**src/rtl/gb_cpu_common_pkg.sv**
```systemverilog
// Shared CPU types: control word layout, sequencer state encoding and default schedule constants.
package gb_cpu_common_pkg;

  localparam int unsigned SEQ_MAX_STEPS = 6;
  localparam int unsigned SEQ_IRQ_STEPS = 5;

  typedef enum logic [1:0] {
    FETCH = 2'd0,
    EXEC  = 2'd1,
    HALT  = 2'd2,
    IRQ   = 2'd3
  } seq_state_t;

  typedef struct packed {
    logic [4:0]  alu_op;
    logic [3:0]  reg_src_a;
    logic [3:0]  reg_src_b;
    logic [3:0]  reg_dst;
    logic [2:0]  addr_sel;
    logic        mem_rd;
    logic        mem_wr;
    logic        pc_inc;
    logic        pc_load;
    logic        sp_inc;
    logic        sp_dec;
    logic        ir_load;
    logic [3:0]  flag_we;
    logic [1:0]  imm_sel;
    logic [30:0] reserved;
  } control_signals_t;

  // Opcode fetch: read [PC] into IR and advance PC (addr_sel 0 selects PC).
  localparam control_signals_t SEQ_FETCH_CTRL = '{mem_rd: 1'b1, pc_inc: 1'b1, ir_load: 1'b1, default: '0};

  // HALT cycle: no bus access, no register or flag writes.
  localparam control_signals_t SEQ_IDLE_CTRL = '{default: '0};

endpackage

```
**src/rtl/gb_cpu_mcycle_sequencer_if.sv**
```systemverilog
// Decoder/interrupt-side inputs and datapath-side outputs of the M-cycle sequencer.
interface gb_cpu_mcycle_sequencer_if #(
  parameter int unsigned MAX_STEPS = 6,
  parameter int unsigned CTRL_W    = 64,
  parameter int unsigned IRQ_STEPS = 5
);
  localparam int unsigned STEP_MAX = (MAX_STEPS > IRQ_STEPS) ? MAX_STEPS : IRQ_STEPS;
  localparam int unsigned STEP_W   = (STEP_MAX > 1) ? $clog2(STEP_MAX) : 1;
  localparam int unsigned LEN_W    = $clog2(MAX_STEPS + 1);

  logic [MAX_STEPS*CTRL_W-1:0] sched_ctrl;
  logic [LEN_W-1:0]            sched_len;
  logic                        sched_cb_prefix;
  logic                        sched_halt;
  logic [IRQ_STEPS*CTRL_W-1:0] irq_ctrl;
  logic                        cond_not_met;
  logic                        stall;
  logic                        irq_pending;
  logic                        ime;
  logic [CTRL_W-1:0]           control_next;
  logic [1:0]                  state;
  logic [STEP_W-1:0]           step;
  logic                        cb_prefix_o;
  logic                        instr_done;
  logic                        irq_ack;
  logic                        illegal_o;

  modport master (
    output sched_ctrl, sched_len, sched_cb_prefix, sched_halt, irq_ctrl,
           cond_not_met, stall, irq_pending, ime,
    input  control_next, state, step, cb_prefix_o, instr_done, irq_ack, illegal_o
  );

  modport slave (
    input  sched_ctrl, sched_len, sched_cb_prefix, sched_halt, irq_ctrl,
           cond_not_met, stall, irq_pending, ime,
    output control_next, state, step, cb_prefix_o, instr_done, irq_ack, illegal_o
  );
endinterface

```
**src/rtl/gb_cpu_seq_ctrl_mux.sv**
```systemverilog
// Combinational selection of the current M-cycle control word.
module gb_cpu_seq_ctrl_mux
  import gb_cpu_common_pkg::*;
#(
  parameter int unsigned      MAX_STEPS  = 6,
  parameter int unsigned      CTRL_W     = 64,
  parameter int unsigned      IRQ_STEPS  = 5,
  parameter int unsigned      STEP_W     = 3,
  parameter logic [CTRL_W-1:0] FETCH_CTRL = '0,
  parameter logic [CTRL_W-1:0] IDLE_CTRL  = '0
) (
  input  logic [1:0]                  state,
  input  logic [STEP_W-1:0]           step,
  input  logic [MAX_STEPS*CTRL_W-1:0] sched_ctrl,
  input  logic [IRQ_STEPS*CTRL_W-1:0] irq_ctrl,
  output logic [CTRL_W-1:0]           control_next
);

  localparam logic [1:0] S_FETCH = FETCH;
  localparam logic [1:0] S_EXEC  = EXEC;
  localparam logic [1:0] S_HALT  = HALT;
  localparam logic [1:0] S_IRQ   = IRQ;

  // Pick the fixed word for FETCH/HALT, or the step-indexed schedule word for EXEC/IRQ.
  always_comb begin
    control_next = FETCH_CTRL;
    case (state)
      S_FETCH: control_next = FETCH_CTRL;
      S_HALT:  control_next = IDLE_CTRL;
      S_EXEC: begin
        control_next = '0;
        for (int k = 0; k < int'(MAX_STEPS); k++)
          if (step == STEP_W'(k)) control_next = sched_ctrl[k*CTRL_W +: CTRL_W];
      end
      S_IRQ: begin
        control_next = '0;
        for (int k = 0; k < int'(IRQ_STEPS); k++)
          if (step == STEP_W'(k)) control_next = irq_ctrl[k*CTRL_W +: CTRL_W];
      end
      default: control_next = FETCH_CTRL;
    endcase
  end

endmodule

```
**src/rtl/gb_cpu_mcycle_sequencer.sv**
```systemverilog
// Steps through a decoded per-instruction schedule, handling stalls, early exit, HALT and IRQ dispatch.
module gb_cpu_mcycle_sequencer
  import gb_cpu_common_pkg::*;
#(
  parameter int unsigned       MAX_STEPS  = SEQ_MAX_STEPS,
  parameter int unsigned       CTRL_W     = 64,
  parameter int unsigned       IRQ_STEPS  = SEQ_IRQ_STEPS,
  parameter logic [CTRL_W-1:0] FETCH_CTRL = '0,
  parameter logic [CTRL_W-1:0] IDLE_CTRL  = '0
) (
  input  logic                    clk,
  input  logic                    reset,
  gb_cpu_mcycle_sequencer_if.slave bus
);

  localparam int unsigned STEP_MAX = (MAX_STEPS > IRQ_STEPS) ? MAX_STEPS : IRQ_STEPS;
  localparam int unsigned STEP_W   = (STEP_MAX > 1) ? $clog2(STEP_MAX) : 1;
  localparam int unsigned LEN_W    = $clog2(MAX_STEPS + 1);

  localparam logic [1:0] S_FETCH = FETCH;
  localparam logic [1:0] S_EXEC  = EXEC;
  localparam logic [1:0] S_HALT  = HALT;
  localparam logic [1:0] S_IRQ   = IRQ;

  logic [1:0]        state_q, state_d, mux_state;
  logic [STEP_W-1:0] step_q, step_d;
  logic              cb_q, cb_d;
  logic              ill_q, ill_d;
  logic              len_bad, last_exec, last_irq;
  logic [LEN_W-1:0]  eff_len;
  logic              done_c, ack_c;
  logic [CTRL_W-1:0] ctrl_sel;

  // Out-of-range schedule lengths collapse to a single execute cycle.
  always_comb begin
    len_bad   = (bus.sched_len == '0) || (bus.sched_len > LEN_W'(MAX_STEPS));
    eff_len   = len_bad ? LEN_W'(1) : bus.sched_len;
    last_exec = (step_q == STEP_W'(eff_len - LEN_W'(1))) || bus.cond_not_met;
    last_irq  = (step_q == STEP_W'(IRQ_STEPS - 1));
  end

  // Next-state, step and flag logic; stall holds everything and masks the pulses.
  always_comb begin
    state_d = state_q;
    step_d  = step_q;
    cb_d    = cb_q;
    ill_d   = ill_q;
    done_c  = 1'b0;
    ack_c   = 1'b0;
    if (!bus.stall) begin
      case (state_q)
        S_FETCH: begin
          state_d = S_EXEC;
          step_d  = '0;
        end
        S_EXEC: begin
          ill_d = ill_q | len_bad;
          if (last_exec) begin
            done_c = 1'b1;
            step_d = '0;
            cb_d   = bus.sched_cb_prefix & ~bus.cond_not_met;
            if (bus.sched_halt)                                         state_d = S_HALT;
            else if (bus.ime && bus.irq_pending && !bus.sched_cb_prefix) state_d = S_IRQ;
            else                                                        state_d = S_FETCH;
          end else begin
            step_d = step_q + STEP_W'(1);
          end
        end
        S_HALT: begin
          if (bus.irq_pending) begin
            state_d = bus.ime ? S_IRQ : S_FETCH;
            step_d  = '0;
          end
        end
        S_IRQ: begin
          ack_c = (step_q == '0);
          if (last_irq) begin
            done_c  = 1'b1;
            state_d = S_FETCH;
            step_d  = '0;
            cb_d    = 1'b0;
          end else begin
            step_d = step_q + STEP_W'(1);
          end
        end
        default: begin
          state_d = S_FETCH;
          step_d  = '0;
        end
      endcase
    end
  end

  // State, step and flag registers with synchronous reset.
  always_ff @(posedge clk) begin
    if (reset) begin
      state_q <= S_FETCH;
      step_q  <= '0;
      cb_q    <= 1'b0;
      ill_q   <= 1'b0;
    end else begin
      state_q <= state_d;
      step_q  <= step_d;
      cb_q    <= cb_d;
      ill_q   <= ill_d;
    end
  end

  // While reset is held the datapath sees a fetch word and no pulses.
  assign mux_state = reset ? S_FETCH : state_q;

  gb_cpu_seq_ctrl_mux #(
    .MAX_STEPS  (MAX_STEPS),
    .CTRL_W     (CTRL_W),
    .IRQ_STEPS  (IRQ_STEPS),
    .STEP_W     (STEP_W),
    .FETCH_CTRL (FETCH_CTRL),
    .IDLE_CTRL  (IDLE_CTRL)
  ) u_ctrl_mux (
    .state        (mux_state),
    .step         (step_q),
    .sched_ctrl   (bus.sched_ctrl),
    .irq_ctrl     (bus.irq_ctrl),
    .control_next (ctrl_sel)
  );

  assign bus.control_next = ctrl_sel;
  assign bus.state        = state_q;
  assign bus.step         = step_q;
  assign bus.cb_prefix_o  = cb_q;
  assign bus.illegal_o    = ill_q;
  assign bus.instr_done   = done_c & ~reset;
  assign bus.irq_ack      = ack_c & ~reset;

endmodule

```
**src/flat_wrapper.sv**
```systemverilog
// flat-port wrapper written by rule: the top's interface ports become plain ports
module gb_cpu_mcycle_sequencer_flat import gb_cpu_common_pkg::*;
#(
  parameter int unsigned       MAX_STEPS  = SEQ_MAX_STEPS,
  parameter int unsigned       CTRL_W     = 64,
  parameter int unsigned       IRQ_STEPS  = SEQ_IRQ_STEPS,
  parameter logic [CTRL_W-1:0] FETCH_CTRL = '0,
  parameter logic [CTRL_W-1:0] IDLE_CTRL  = '0
)
  (clk, reset, bus_sched_ctrl, bus_sched_len, bus_sched_cb_prefix, bus_sched_halt, bus_irq_ctrl, bus_cond_not_met, bus_stall, bus_irq_pending, bus_ime, bus_control_next, bus_state, bus_step, bus_cb_prefix_o, bus_instr_done, bus_irq_ack, bus_illegal_o);
  gb_cpu_mcycle_sequencer_if #(.MAX_STEPS(MAX_STEPS), .CTRL_W(CTRL_W), .IRQ_STEPS(IRQ_STEPS)) bus_i ();
  input  logic clk;
  input  logic reset;
  input wire logic [$bits(bus_i.sched_ctrl)-1:0] bus_sched_ctrl;
  input wire logic [$bits(bus_i.sched_len)-1:0] bus_sched_len;
  input wire logic [$bits(bus_i.sched_cb_prefix)-1:0] bus_sched_cb_prefix;
  input wire logic [$bits(bus_i.sched_halt)-1:0] bus_sched_halt;
  input wire logic [$bits(bus_i.irq_ctrl)-1:0] bus_irq_ctrl;
  input wire logic [$bits(bus_i.cond_not_met)-1:0] bus_cond_not_met;
  input wire logic [$bits(bus_i.stall)-1:0] bus_stall;
  input wire logic [$bits(bus_i.irq_pending)-1:0] bus_irq_pending;
  input wire logic [$bits(bus_i.ime)-1:0] bus_ime;
  output wire logic [$bits(bus_i.control_next)-1:0] bus_control_next;
  output wire logic [$bits(bus_i.state)-1:0] bus_state;
  output wire logic [$bits(bus_i.step)-1:0] bus_step;
  output wire logic [$bits(bus_i.cb_prefix_o)-1:0] bus_cb_prefix_o;
  output wire logic [$bits(bus_i.instr_done)-1:0] bus_instr_done;
  output wire logic [$bits(bus_i.irq_ack)-1:0] bus_irq_ack;
  output wire logic [$bits(bus_i.illegal_o)-1:0] bus_illegal_o;
  assign bus_i.sched_ctrl = bus_sched_ctrl;
  assign bus_i.sched_len = bus_sched_len;
  assign bus_i.sched_cb_prefix = bus_sched_cb_prefix;
  assign bus_i.sched_halt = bus_sched_halt;
  assign bus_i.irq_ctrl = bus_irq_ctrl;
  assign bus_i.cond_not_met = bus_cond_not_met;
  assign bus_i.stall = bus_stall;
  assign bus_i.irq_pending = bus_irq_pending;
  assign bus_i.ime = bus_ime;
  assign bus_control_next = bus_i.control_next;
  assign bus_state = bus_i.state;
  assign bus_step = bus_i.step;
  assign bus_cb_prefix_o = bus_i.cb_prefix_o;
  assign bus_instr_done = bus_i.instr_done;
  assign bus_irq_ack = bus_i.irq_ack;
  assign bus_illegal_o = bus_i.illegal_o;
  gb_cpu_mcycle_sequencer #(.MAX_STEPS(MAX_STEPS), .CTRL_W(CTRL_W), .IRQ_STEPS(IRQ_STEPS), .FETCH_CTRL(FETCH_CTRL), .IDLE_CTRL(IDLE_CTRL)) u_core (.clk(clk), .reset(reset), .bus(bus_i));
endmodule
```
**config.mk**
```make
export PLATFORM = sky130hd
export DESIGN_NAME = gb_cpu_mcycle_sequencer_flat
export DESIGN_NICKNAME = d
export VERILOG_FILES = /design/src/rtl/gb_cpu_common_pkg.sv /design/src/rtl/gb_cpu_mcycle_sequencer_if.sv /design/src/rtl/gb_cpu_seq_ctrl_mux.sv /design/src/rtl/gb_cpu_mcycle_sequencer.sv /design/src/flat_wrapper.sv
export SDC_FILE = /design/constraint.sdc
export NUM_CORES = 1
export LEC_CHECK = 0
export BUFFER_PORTS_ARGS = -buffer_cell sky130_fd_sc_hd__clkbuf_2
export CAP_MARGIN = 5
export CELL_PAD_IN_SITES_DETAIL_PLACEMENT = 1
export CELL_PAD_IN_SITES_GLOBAL_PLACEMENT = 1
export CORE_AREA = 8 8 304 306
export DETAILED_ROUTE_END_ITERATION = 10
export DIE_AREA = 0 0 312 314
export PLACE_DENSITY_LB_ADDON = 0.1
export REMOVE_ABC_BUFFERS = 1
export SETUP_SLACK_MARGIN = 0.05
export SLEW_MARGIN = 20
export SYNTH_ARGS = -nofsm -noshare
export SYNTH_HDL_FRONTEND = slang
export SYNTH_HIERARCHICAL = 1
export SYNTH_SLANG_ARGS = --single-unit
export TNS_END_PERCENT = 20
```
**constraint.sdc**
```tcl
create_clock -name clk -period 2 [get_ports clk]
set_input_delay 0.4 -clock clk [delete_from_list [all_inputs] [get_ports clk]]
set_output_delay 0.4 -clock clk [all_outputs]
set_load 0.02 [all_outputs]
```
# [Word level (Yosys, flattened, before mapping)]
# Index checks and enable logic that the tools add are counted.
# Widths: inputs -> output; s select.
[totals] reg_bits=7 latch_bits=0 mem_bits_rw=0 rom_bits=0 in_bits=715 mem_count=0
[classes] add_sub_neg=2 multipliers=0 div_mod_pow=0 magnitude_cmp=1 eq_ne=15 shift=0 mux=34 bitwise=7 reduce_logical=15
[ops] op="$mux 64" count=11
[ops] op="$pmux 64 s3" count=1
[ops] op="$mux 2" count=7
[ops] op="$mux 3" count=4
[ops] op="$pmux 3 s4" count=1
[ops] op="$eq 2x2->1 const B" count=4
[ops] op="$pmux 2 s4" count=1
[ops] op="$reduce_and 4->1" count=2
[ops] op="$mux 1" count=7
[ops] op="$eq 3x2->1 const B" count=2
[ops] op="$eq 3x3->1 const B" count=2
[ops] op="$logic_not 3->1" count=2
[ops] op="$eq 2x1->1 const B" count=2
[ops] op="$logic_not 2->1" count=2
[ops] op="$ne 2x1->1 const B" count=2
[ops] op="$pmux 1 s2" count=2
[ops] op="$reduce_and 2->1" count=2
[ops] op="$add 3x1->3 const B" count=1
[ops] op="$and 1x1->1" count=3
[ops] op="$eq 3x1->1 const B" count=1
[ops] op="$eq 3x3->1" count=1
[ops] op="$gt 3x3->1 const B" count=1
[ops] op="$not 1->1" count=3
[ops] op="$sub 3x1->3 const B" count=1
[ops] op="other kinds (7)" count=9

# [Logic depth before layout (Yosys ltp)]
# Gate-level depths: netlist (run 1).
[logic_depth] ltp_word=10 ltp_mapped=9

# [By module]
# The synthesis (run 1) kept the hierarchy.
[by_module_without_submodules] mod="gb_cpu_seq_ctrl_mux" instances=1 cells_each=810 area_per_inst_um2=6182.2
[by_module_without_submodules] mod="gb_cpu_mcycle_sequencer" instances=1 cells_each=74 area_per_inst_um2=589.3

# [Least setup slack after synthesis (run 1)]
# Ideal clock, no wire load.
[synth_path] path_kind="reg2out" start="reg u_core.state_q[1] (netlist: u_core/bus.state[1])" end="out bus_control_next[0]" t_arrival_ns=2.071 required_ns=1.600 slack_ns=-0.471 path_stages_with_launch=9 n_path_buf=3 cell_sequence="dfxtp_1 -> clkbuf_1 -> inv_1 -> nor2_1 -> and2_1 -> clkbuf_1 -> clkbuf_1 -> o21ai_0 -> o21ai_1"
[synth_via] elab_chain_cells=4
[synth_rtl] item="start: declaration" line="gb_cpu_mcycle_sequencer.sv:25" rtl="logic [1:0] state_q, state_d, mux_state;"
[synth_rtl] item="start signal: assignment" line="gb_cpu_mcycle_sequencer.sv:102" rtl="state_q <= state_d;"
[synth_rtl] item="$mux 2 *" line="gb_cpu_mcycle_sequencer.sv:110" rtl="assign mux_state = reset ? S_FETCH : state_q;"
[synth_rtl] item="named net u_core.mux_state[1]" line="gb_cpu_mcycle_sequencer.sv:25"
[synth_rtl] item="$eq 2x2->1 or $logic_not 2->1 (tied branches)" line="gb_cpu_seq_ctrl_mux.sv:27" rtl="case (state)"
[synth_rtl] item="$reduce_or 2->1 (no line)"
[synth_rtl] item="$pmux 64 s3 *" line="gb_cpu_seq_ctrl_mux.sv:27"
[synth_rtl] item="end: declaration" line="flat_wrapper.sv:23" rtl="output wire logic [$bits(bus_i.control_next)-1:0] bus_control_next;"
# The timed path passes the listed nets; every way through them passes the cells marked *.

# [Worst setup path after layout (run 1)]
[layout_path] start="reg u_core.step_q[0] (netlist: u_core/bus.step[0])" end="out bus_control_next[0]"
[layout_via] elab_chain_cells=8
[layout_rtl] item="start: declaration" line="gb_cpu_mcycle_sequencer.sv:26" rtl="logic [STEP_W-1:0] step_q, step_d;"
[layout_rtl] item="start signal: assignment" line="gb_cpu_mcycle_sequencer.sv:103" rtl="step_q <= step_d;"
[layout_rtl] item="$logic_not 3->1" line="gb_cpu_seq_ctrl_mux.sv:33, gb_cpu_seq_ctrl_mux.sv:38"
[layout_rtl] item="$mux 64 (6 in series)" line="gb_cpu_seq_ctrl_mux.sv:33" rtl="if (step == STEP_W'(k)) control_next = sched_ctrl[k*CTRL_W +: CTRL_W];"
[layout_rtl] item="$pmux 64 s3 *" line="gb_cpu_seq_ctrl_mux.sv:27"
# Every way passes the cells marked *; elsewhere a longest branch is shown, timed or not.

==> flow_summary_export.csv, run 1 <==
group,metric,value,unit
run_status,status,"complete, but fails checks",
run_status,violations,"negative setup slack",
cts,numClockSinks,7,
yosys,synthFlopType,"dfxtp_1",
timing,final_hold_viol_count,0,
final_layout,mostFrequentLayoutCell,"clkbuf_2",
timing,rsz0062_at_grt,"yes",
worst_setup_path,crit_end,"bus_control_next[0]",
timing,setup_violations,67,
timing,min_period,2.444,ns
floorplan,coreArea,0.08756,mm²
min_path,holdCritStartpoint,"u_core/bus.illegal_o",
cts,clkLatencyLatePin,0.23,ns
timing,relSlewSlack,0.7320,
yosys,syn_avg_cell_area,7.660,µm²
worst_setup_path,cp.arrival,2.04,ns
detailed_routing,firstDrtPassIters,4,
worst_setup_path,critPathKind,"reg2out",
detailed_routing,wl_per_cell,22.08,µm
pwr,max-vdd-ir-drop,0.1929,mV
floorplan,die_area,0.09797,mm²
timing,fmax,409.1,MHz
yosys,ys_ff_latch,7,
worst_setup_path,rr_startpoint,"u_core/bus.step[0]",
floorplan,dieWidth,312,µm
timing,worst_slew_pin_slew,0.3978,ns
worst_setup_path,rrSetupSlack,-0.01,ns
cts,cts-root-buf,"clkbuf_16",
detailed_routing,vias_per_cell,3.640,
detailed_routing,wirelength,64660,µm
final_layout,nets,2465,
cts,htreeDepth,1,
worst_setup_path,cp_data_required_time,1.60,ns
worst_setup_path,cp_num_buf_inv,3,
final_layout,mostFrequentLayoutCells,"746 x clkbuf_2, 171 x o21ai_0, 149 x buf_4",
detailed_routing,drt_iter0_drc,292,
detailed_routing,vias,10660,
yosys,synthDominantCellAreaShare,0.2129,
grt,grt_use_total,0.1227,
yosys,synthCells,884,
timing,slew_viol_final,0,
worst_setup_path,worstPathMaxFanout,15,
timing,fin_crit_sh,1.222,
grt,grt_start_max_net_pins,57,
worst_setup_path,reg2regPathDepth,8,
cts,tritoncts,"done",
grt,antenna_found_initial,17,
worst_setup_path,crit_chain,"buf_12 -> buf_12 -> mux4_2 -> a21oi_1 -> o21ai_1 -> clkbuf_2",
floorplan,pin_count,788,
worst_setup_path,crit_start,"u_core/bus.step[0]",
worst_setup_path,path_common_cell,"buf_12",
cts,cts_buffers,3,
pwr,leakagePower,0.006046,µW
yosys,yosysSeqAreaShare,0.02069,
yosys,synthesis.area,0.006771,mm²
yosys,synthTopCellsByArea,"mux4_2 21%, mux2i_1 19%, o21ai_0 14%",
worst_setup_path,endpoint_kind,"primary output",
final_layout,synthToLayoutAreaGrowth,103.5,%
cts,cts_max_path_buffers,2,
pwr,p_per_area,163.1,mW/mm²
yosys,ys_types,51,
timing,finClkSkew,0.004115,ns
floorplan,start_util,0.07734,
detailed_routing,drcViolationCount,0,
worst_setup_path,crit_slowest_cell,"mux4_2",
placement,dpl.hpwl,58030,µm
worst_setup_path,rr_endpoint,"u_core/bus.state[0]",
worst_setup_path,critical-path-max-stage-delay,0.53,ns
final_layout,seq_area,152.6,µm²
yosys,async_reset_ff_frac,0,
yosys,synth_top_area_cell,"mux4_2",
timing,finalWorstSetupSlack,-0.4444,ns
run,maxCapViolations,0,
placement,dp_slack,-0.4042,ns
grt,first_global_vias,12410,
final_layout,nFillCells,10690,
floorplan,dieHeight,314,µm
floorplan,rows,109,
final_layout,multi_input_area,0.006247,mm²
yosys,yosysWarnings,6,
final_layout,drive_gt1_frac,0.6254,
timing,worst_hold_slack,0.5032,ns
placement,gp_congestion,0.8194,
grt,grt_remaining_overflow,0,
cts,clk_pin_slew_worst_paths,0.04,ns
worst_setup_path,startpoint_type,"flip-flop",
worst_setup_path,cp.depth,6,
placement,io_buffers,787,
worst_setup_path,critPathTopFamily,"buffers and inverters",
grt,grt_pass1_wl,90120,µm
yosys,synth_edf_count,0,
detailed_routing,ant_nets,0,
min_path,hold_class,"reg2reg",
cts,holdBufCountCts,0,
[tightest hold or removal path: stages (launching register included)]
cell and delay (ns):
dfxtp_1 0.33, nor2_1 0.05, nor2_1 0.08
[logic make-up (layout without fill, tap and decap cells)]
group                    count (synthesis)  after routing  synth area share
adder cells (fa/ha/maj)                  3              3          0.005544
other                                    0             17                 0
AO/OA/AOI/OAI                          405            405            0.3477
flip-flops                               7              7           0.02069
buffers and inverters                  109            971           0.09461
multiplexers                           192            192            0.4021
XOR/XNOR                                 4              4          0.005175
AND/OR/NAND/NOR                        164            164            0.1242
[report_power, final]
group / leakage (µW) / internal (µW) / switching (µW)
logic: 0.00595 / 1000 / 760
clock network: 0.0000383 / 265 / 76.3
registers: 0.0000595 / 141 / 3.22
[how the worst min path moves through the flow]
stage                      endpoint  slack [ns]  depth (start not counted)
2_1_floorplan   u_core/bus.state[0]        0.46                          1
3_3_place_gp   u_core/bus.illegal_o        0.48                          2
3_5_place_dp   u_core/bus.illegal_o        0.49                          2
4_1_cts        u_core/bus.illegal_o        0.51                          2
5_1_grt        u_core/bus.illegal_o        0.56                          2
6_report       u_core/bus.illegal_o        0.50                          2
[sequential cells by signal, indices dropped and copies added, names as in the netlist]
register                cells
u_core/bus.step             3
u_core/bus.cb_prefix_o      1
u_core/bus.illegal_o        1
u_core/bus.state            2
[layer usage]
layer,GRT usage,part of all wire,up-vias
li1,-,-,5124
met1,0.1332,0.38,5093
met2,0.2387,0.54,410
met3,0.03307,0.065,30
met4,0.02003,0.011,2
met5,0,0.00020,-
[area by class of cell]
class	instances	share of cell area
multi-input combinational	768	0.4533
timing repair buffer	960	0.4192
antenna	17	0.003086
clock buffer	4	0.005719
sequential	7	0.01107
tap	1165	0.1058
inverter	7	0.001906
[cells in the mapped netlist, drive strengths merged, types with 2 or more instances]
cell type / number
clkbuf: 57
a2bb2oi: 63
a21oi: 68
dfxtp: 7
xor2: 2
mux4: 64
nand3: 2
o21ai: 252
ha: 3
o31ai: 5
a31oi: 2
or2: 2
o21bai: 3
nor3b: 3
nor2: 72
xnor2: 2
nand2: 9
and2: 2
a211oi: 2
buf: 45
mux2i: 128
nand2b: 64
a21boi: 2
inv: 7
[per-stage QoR]
stage	total power (µW)	area, µm²	instances	util	TNS, ns
global route	2434	13770	2923	0.1573	-29.73
global placement	1855	13170	2899	0.1505	-19.77
CTS	2271	13510	2909	0.1543	-26.91
detailed placement	1867	13170	2899	0.1505	-20.93
finish	2248	13780	2928	0.1574	-22.78
floorplan	792.0	6157	782	-	-622.86
[what timing repair did]
item / 4_1_cts / 5_1_grt
gates resized for setup: 43 / 106
pin swaps: 7 / 17
setup buffers: 4 / 2
gates cloned: 2 / 0
endpoints found under the setup margin: 71 / 71
hold endpoints to repair: 0 / 0
Note: power is estimated with default switching activity, not from simulation.
==> run 2, diff against run 1 <==
- CORE_AREA: 8 8 304 306 -> 3 3 307 309
- DIE_AREA: 0 0 312 314 -> 0 0 310 312
==> run 2 against run 1 <==
Against the previous run: the run still ends with negative setup slack left; combinational power barely moved; largest power group unchanged; clock skew grew 0.00051 ns; sequential share of layout area hardly changed; clock power is 2% higher; count of clock-buffer cells in the layout unchanged; routed wire length decreased by 4.2%; register-to-register slack better by 0.07 ns.
==> flow_summary_export.csv, run 2 (same netlist as run 1, synthesis figures left out) <==
group,metric,value,unit
pwr,max-vdd-ir-drop,0.1789,mV
worst_setup_path,critical-path-max-stage-delay,0.52,ns
final_layout,synthToLayoutAreaGrowth,105.5,%
detailed_routing,vias_per_cell,3.618,
min_path,hold_class,"reg2reg",
min_path,hold_end,"u_core/bus.illegal_o",
cts,tritoncts,"done",
worst_setup_path,rr_endpoint,"u_core/bus.state[0]",
timing,finClkSkew,0.004629,ns
floorplan,dieWidth,310,µm
worst_setup_path,rrSetupSlack,0.06,ns
placement,io_buffers,787,
final_layout,largest_reg_flops,3,
pwr,pwr-share-comb,0.782,
placement,dpl.hpwl,54200,µm
grt,grt_pass1_wl,85450,µm
worst_setup_path,crit_chain,"buf_12 -> buf_4 -> mux4_2 -> a21oi_1 -> o21ai_2 -> clkbuf_8",
grt,antenna_found_initial,13,
final_layout,multi_input_area,0.006271,mm²
timing,setup_violations,66,
min_path,holdCritStartpoint,"u_core/bus.illegal_o",
worst_setup_path,reg2regPathDepth,8,
timing,rsz0062_at_grt,"yes",
grt,grt_start_max_net_pins,38,
final_layout,nets,2457,
detailed_routing,vias,10620,
grt,grt_remaining_overflow,0,
pwr,p_per_area,162.4,mW/mm²
floorplan,pin_count,788,
final_layout,drive_gt1_frac,0.6191,
timing,setup_tns,-22.82,ns
floorplan,coreArea,0.09166,mm²
cts,holdBufCountCts,0,
floorplan,dieHeight,312,µm
floorplan,rows,111,
worst_setup_path,cp.arrival,2.03,ns
timing,final_hold_viol_count,0,
grt,grt_use_total,0.1186,
pwr,swShare,0.3739,
timing,slew_viol_final,0,
worst_setup_path,crit_slowest_cell,"mux4_2",
final_layout,stdcell_count,2934,
floorplan,die_area,0.09672,mm²
timing,relSlewSlack,0.6368,
worst_setup_path,rr_startpoint,"u_core/bus.step[0]",
cts,cts-root-buf,"clkbuf_16",
detailed_routing,ant_nets,0,
final_layout,seq_area,152.6,µm²
timing,worst_slew_pin_slew,0.5448,ns
run_status,violations,"negative setup slack",
worst_setup_path,critPathKind,"reg2out",
placement,gp_congestion,0.7564,
worst_setup_path,endpoint_kind,"primary output",
timing,min_period,2.432,ns
final_layout,mostFrequentLayoutCell,"clkbuf_2",
pwr,power.switching,844.8,µW
detailed_routing,drcViolationCount,0,
worst_setup_path,startpoint_type,"flip-flop",
min_path,min_path_cells,2,
cts,cts_buffers,3,
placement,dp.cells,2895,
final_layout,nFillCells,11140,
pwr,p_seq_frac,0.064,
pwr,internal_power,1415,µW
detailed_routing,wirelength,61970,µm
pwr,clkPwrFrac,0.155,
grt,first_global_vias,12200,
final_layout,mostFrequentLayoutCells,"742 x clkbuf_2, 161 x o21ai_0, 137 x buf_4",
timing,finalWorstSetupSlack,-0.4317,ns
cts,clk_pin_slew_worst_paths,0.04,ns
worst_setup_path,worstPathMaxFanout,7,
floorplan,start_util,0.07387,
detailed_routing,wl_per_cell,21.12,µm
detailed_routing,firstDrtPassIters,4,
cts,numClockSinks,7,
pwr,leakagePower,0.006049,µW
timing,fin_crit_sh,1.216,
timing,worst_hold_slack,0.4945,ns
cts,clkLatencyLatePin,0.23,ns
worst_setup_path,cp_data_required_time,1.60,ns
detailed_routing,drt_iter0_drc,250,
run,maxCapViolations,0,
cts,cts_max_path_buffers,2,
timing,fmax,411.2,MHz
run_status,status,"complete, but fails checks",
cts,htreeDepth,1,
## run 2: power by group through the flow
stage / Clock, µW / Combinational, µW / Sequential, µW
floorplan: 0 / 607 / 185
global placement: 0 / 1690 / 146
detailed placement: 0 / 1690 / 145
CTS: 357 / 1770 / 144
global route: 367 / 1940 / 145
finish: 349 / 1770 / 144
## run 2: how the worst max path moves through the flow
stage,startpoint,end,depth (start not counted)
after global routing,u_core/bus.step[0],bus_control_next[58],7
after CTS,u_core/bus.step[0],bus_control_next[58],7
after floorplan,u_core/bus.step[0],bus_control_next[43],4
after global placement,u_core/bus.step[0],bus_control_next[41],8
final,u_core/bus.step[0],bus_control_next[0],6
after detailed placement,u_core/bus.step[0],bus_control_next[41],8
## run 2: what timing repair did
item / in CTS / in global routing
setup buffers: 18 / 5
resized for setup: 96 / 87
cloned: 2 / 1
setup endpoints to repair: 71 / 71
pin swaps: 10 / 16
## run 2: final cells by class
type                    count  area share
diodes                     10    0.001798
inverters                   7    0.001888
clock buffers               4    0.005664
flip-flops and latches      7     0.01097
well taps                1186      0.1066
repair buffers            952      0.4224
multi-input cells         768      0.4506
## run 2: through the flow
stage / utilization / area [µm²] / total power [µW] / setup slack (ns)
2_1_floorplan: - / 6157 / 792.0 / -8.759
3_3_place_gp: 0.1422 / 13040 / 1837 / -0.7322
3_5_place_dp: 0.1422 / 13040 / 1839 / -0.7296
4_1_cts: 0.1490 / 13660 / 2272 / -0.4682
5_1_grt: 0.1517 / 13900 / 2452 / -0.5082
6_report: 0.1518 / 13920 / 2260 / -0.4317
## run 2: routing by layer
metal	GRT usage	share of wire	wire (µm)
met1	0.1305	0.38	23660
met2	0.2381	0.55	33850
met3	0.02528	0.069	4271
met4	0.007095	0.0021	129
met5	0	0.00089	55
## run 2: worst max-delay path: cells and delay by family, from the launching register on
kind / cells / cell delay (ns)
buf+inv: 3 / 0.56
mux: 1 / 0.52
flops: 1 / 0.39
compound gates: 2 / 0.29
==> run 3, diff against run 2 <==
- ABC_AREA: unset -> 1
==> run 3 against run 2 <==
Against the previous run: the flow still finishes with violations (negative setup slack); setup slack lost 0.0086 ns; final cell count grew 28%; maximum frequency down 0.35%; non-clock buffer count decreased by 19; hold slack lost 0.0083 ns; design area up 11%; critical path depth up 5; synthesized cell count up 95%; total power increased by 13%; largest cell class is now non-clock buffers; highest routed layer unchanged.
==> flow_summary_export.csv, run 3 <==
group,metric,value,unit
pwr,p_seq_frac,0.059,
pwr,p_per_area,164.9,mW/mm²
yosys,syn_avg_cell_area,4.409,µm²
final_layout,nets,3272,
final_layout,nFillCells,11800,
timing,setup_tns,-23.87,ns
run_status,violations,"negative setup slack",
pwr,internal_power,1461,µW
grt,grt_use_total,0.1414,
detailed_routing,wirelength,77000,µm
yosys,async_reset_ff_frac,0,
timing,fin_crit_sh,1.220,
timing,finClkSkew,0.002602,ns
final_layout,stdcell_count,3751,
timing,min_period,2.440,ns
grt,grt_start_max_net_pins,72,
min_path,holdCritStartpoint,"u_core/bus.illegal_o",
final_layout,seq_area,151.4,µm²
floorplan,rows,111,
cts,cts_max_path_buffers,2,
yosys,synth_edf_count,0,
final_layout,synthToLayoutAreaGrowth,103.7,%
final_layout,mostFrequentLayoutCells,"731 x nand2_1, 724 x clkbuf_2, 240 x inv_1",
final_layout,drive_gt1_frac,0.4101,
worst_setup_path,critPathTopFamily,"simple AND/OR/NAND/NOR gates",
worst_setup_path,crit_start,"u_core/bus.step[0]",
yosys,synthDominantCellAreaShare,0.3914,
placement,io_buffers,787,
placement,dp.cells,3700,
cts,cts_buffers,3,
worst_setup_path,cp_num_buf_inv,5,
worst_setup_path,reg2regPathDepth,9,
yosys,ys_types,31,
pwr,power.switching,1097,µW
cts,cts-root-buf,"clkbuf_16",
detailed_routing,drt_iter0_drc,458,
grt,antenna_found_initial,36,
yosys,yosysWarnings,6,
worst_setup_path,critPathKind,"reg2out",
yosys,yosysSeqAreaShare,0.01840,
placement,gp_congestion,0.8118,
floorplan,start_util,0.08307,
floorplan,die_area,0.09672,mm²
timing,fmax,409.8,MHz
detailed_routing,drcViolationCount,0,
worst_setup_path,path_common_cell,"nand2_1",
cts,htreeDepth,1,
timing,final_hold_viol_count,0,
floorplan,pin_count,788,
cts,clkLatencyLatePin,0.23,ns
worst_setup_path,crit_slowest_cell,"dfxtp_4",
timing,finalWorstSetupSlack,-0.4403,ns
yosys,synthTopCellsByArea,"nand2_1 39%, inv_1 12%, nand3_1 8.9%",
yosys,synthesis.area,0.007615,mm²
final_layout,multi_input_area,0.006314,mm²
grt,grt_pass1_wl,101600,µm
yosys,synth_top_area_cell,"nand2_1",
floorplan,dieWidth,310,µm
grt,grt_remaining_overflow,0,
pwr,pwr-share-comb,0.803,
cts,numClockSinks,7,
timing,slew_viol_final,0,
worst_setup_path,startpoint_type,"flip-flop",
timing,setup_violations,66,
yosys,synth_common_cells,"794 x nand2_1, 242 x inv_1, 135 x nand3_1",
final_layout,mostFrequentLayoutCell,"nand2_1",
worst_setup_path,crit_chain,"inv_6 -> nor3_4 -> buf_6 -> clkbuf_16 -> buf_6 -> nand2_1 -> nand2_1 -> nand3b_1 -> nand2_1 -> nand2_1 -> clkbuf_8",
worst_setup_path,endpoint_kind,"primary output",
pwr,leakagePower,0.009273,µW
floorplan,dieHeight,312,µm
placement,dp_slack,-0.4356,ns
yosys,ys_ff_latch,7,
timing,worst_slew_pin_slew,0.5226,ns
detailed_routing,wl_per_cell,20.53,µm
cts,tritoncts,"done",
min_path,min_path_cells,2,
worst_setup_path,critical-path-max-stage-delay,0.41,ns
detailed_routing,firstDrtPassIters,4,
yosys,synthCells,1727,
pwr,swShare,0.4290,
worst_setup_path,cp_data_required_time,1.60,ns
placement,place_area,0.01388,mm²
min_path,hold_class,"reg2reg",
detailed_routing,vias_per_cell,3.742,
cts,clk_pin_slew_worst_paths,0.04,ns
timing,rsz0062_at_grt,"yes",
placement,dpl.hpwl,60890,µm
pwr,clkPwrFrac,0.137,
grt,first_global_vias,15270,
run_status,status,"complete, but fails checks",
final_layout,largest_reg_flops,3,
worst_setup_path,cp.arrival,2.04,ns
detailed_routing,ant_nets,0,
pwr,max-vdd-ir-drop,0.2818,mV
worst_setup_path,rr_startpoint,"u_core/bus.step[0]",
yosys,yosys.cell_count.top_type,"nand2_1",
worst_setup_path,worstPathMaxFanout,6,
final_layout,fin_area,0.01551,mm²
yosys,synthFlopType,"dfxtp_1",
worst_setup_path,cp.depth,11,
detailed_routing,vias,14040,
run,maxCapViolations,0,
floorplan,coreArea,0.09166,mm²
cts,holdBufCountCts,0,
timing,relSlewSlack,0.6516,
==> run 3: area by class of cell <==
cell class,count,share of cell area
flip-flops and latches,7,0.009761
well taps,1186,0.09568
diodes,12,0.001936
multi-input cells,1359,0.4071
inverters,250,0.06196
repair buffers,933,0.4185
clock buffers,4,0.005082
==> run 3: path summary, 6_finish.rpt <==
path | slack [ns] | to
setup / recovery | -0.44 | bus_control_next[52]
hold / removal | 0.49 | u_core/bus.illegal_o
setup reg to reg | 0.36 | u_core/bus.step[0]
hold reg to reg | 0.49 | u_core/bus.illegal_o
==> run 3: worst register-to-register path: cells and delay by family, from the launching register on <==
kind	cells	cell delay [ns]
fa+ha+maj	1	0.21
buf+inv	4	0.59
compound gates	2	0.20
flops	1	0.41
simple gates	2	0.15
==> run 3: power by group through the flow <==
stage	Clock, µW	Sequential (µW)	Combinational [µW]
4_1_cts	361	152	1990
6_report	351	152	2060
3_3_place_gp	0	157	1850
5_1_grt	379	153	2290
3_5_place_dp	0	158	1860
2_1_floorplan	0	172	690
==> run 3: cell families (layout without fill, tap and decap cells) <==
family          count (synthesis)  count (layout)  share of synthesized area
other cells                     0              12                          0
flops                           7               7                    0.01840
compound gates                234             234                     0.1559
fa+ha+maj                       3               3                   0.004930
simple gates                 1120            1120                     0.6270
xor+xnor                        2               2                   0.002301
buf+inv                       361            1187                     0.1914
==> run 3: repair_timing <==
item,in CTS,in global routing
gates resized for setup,157,137
pin swaps,13,39
setup endpoints to repair,66,67
setup buffers,9,10
cloned,3,15
==> run 3: metrics by stage <==
step                      hold WS, ns  utilization  power [µW]
after detailed placement       0.4759       0.1514        2021
after floorplan                0.5396            -       861.3
after CTS                      0.4885       0.1605        2508
after global placement         0.4771       0.1514        2012
final                          0.4862       0.1692        2558
after global routing           0.5308       0.1692        2821
==> run 3: layer usage <==
metal / vias to the layer above / track usage / wire, µm
met5: - / 0 / 278
met2: 456 / 0.2751 / 40870
met4: 40 / 0.01967 / 543
met3: 62 / 0.04439 / 6145
li1: 6972 / - / -
met1: 6508 / 0.1498 / 29170
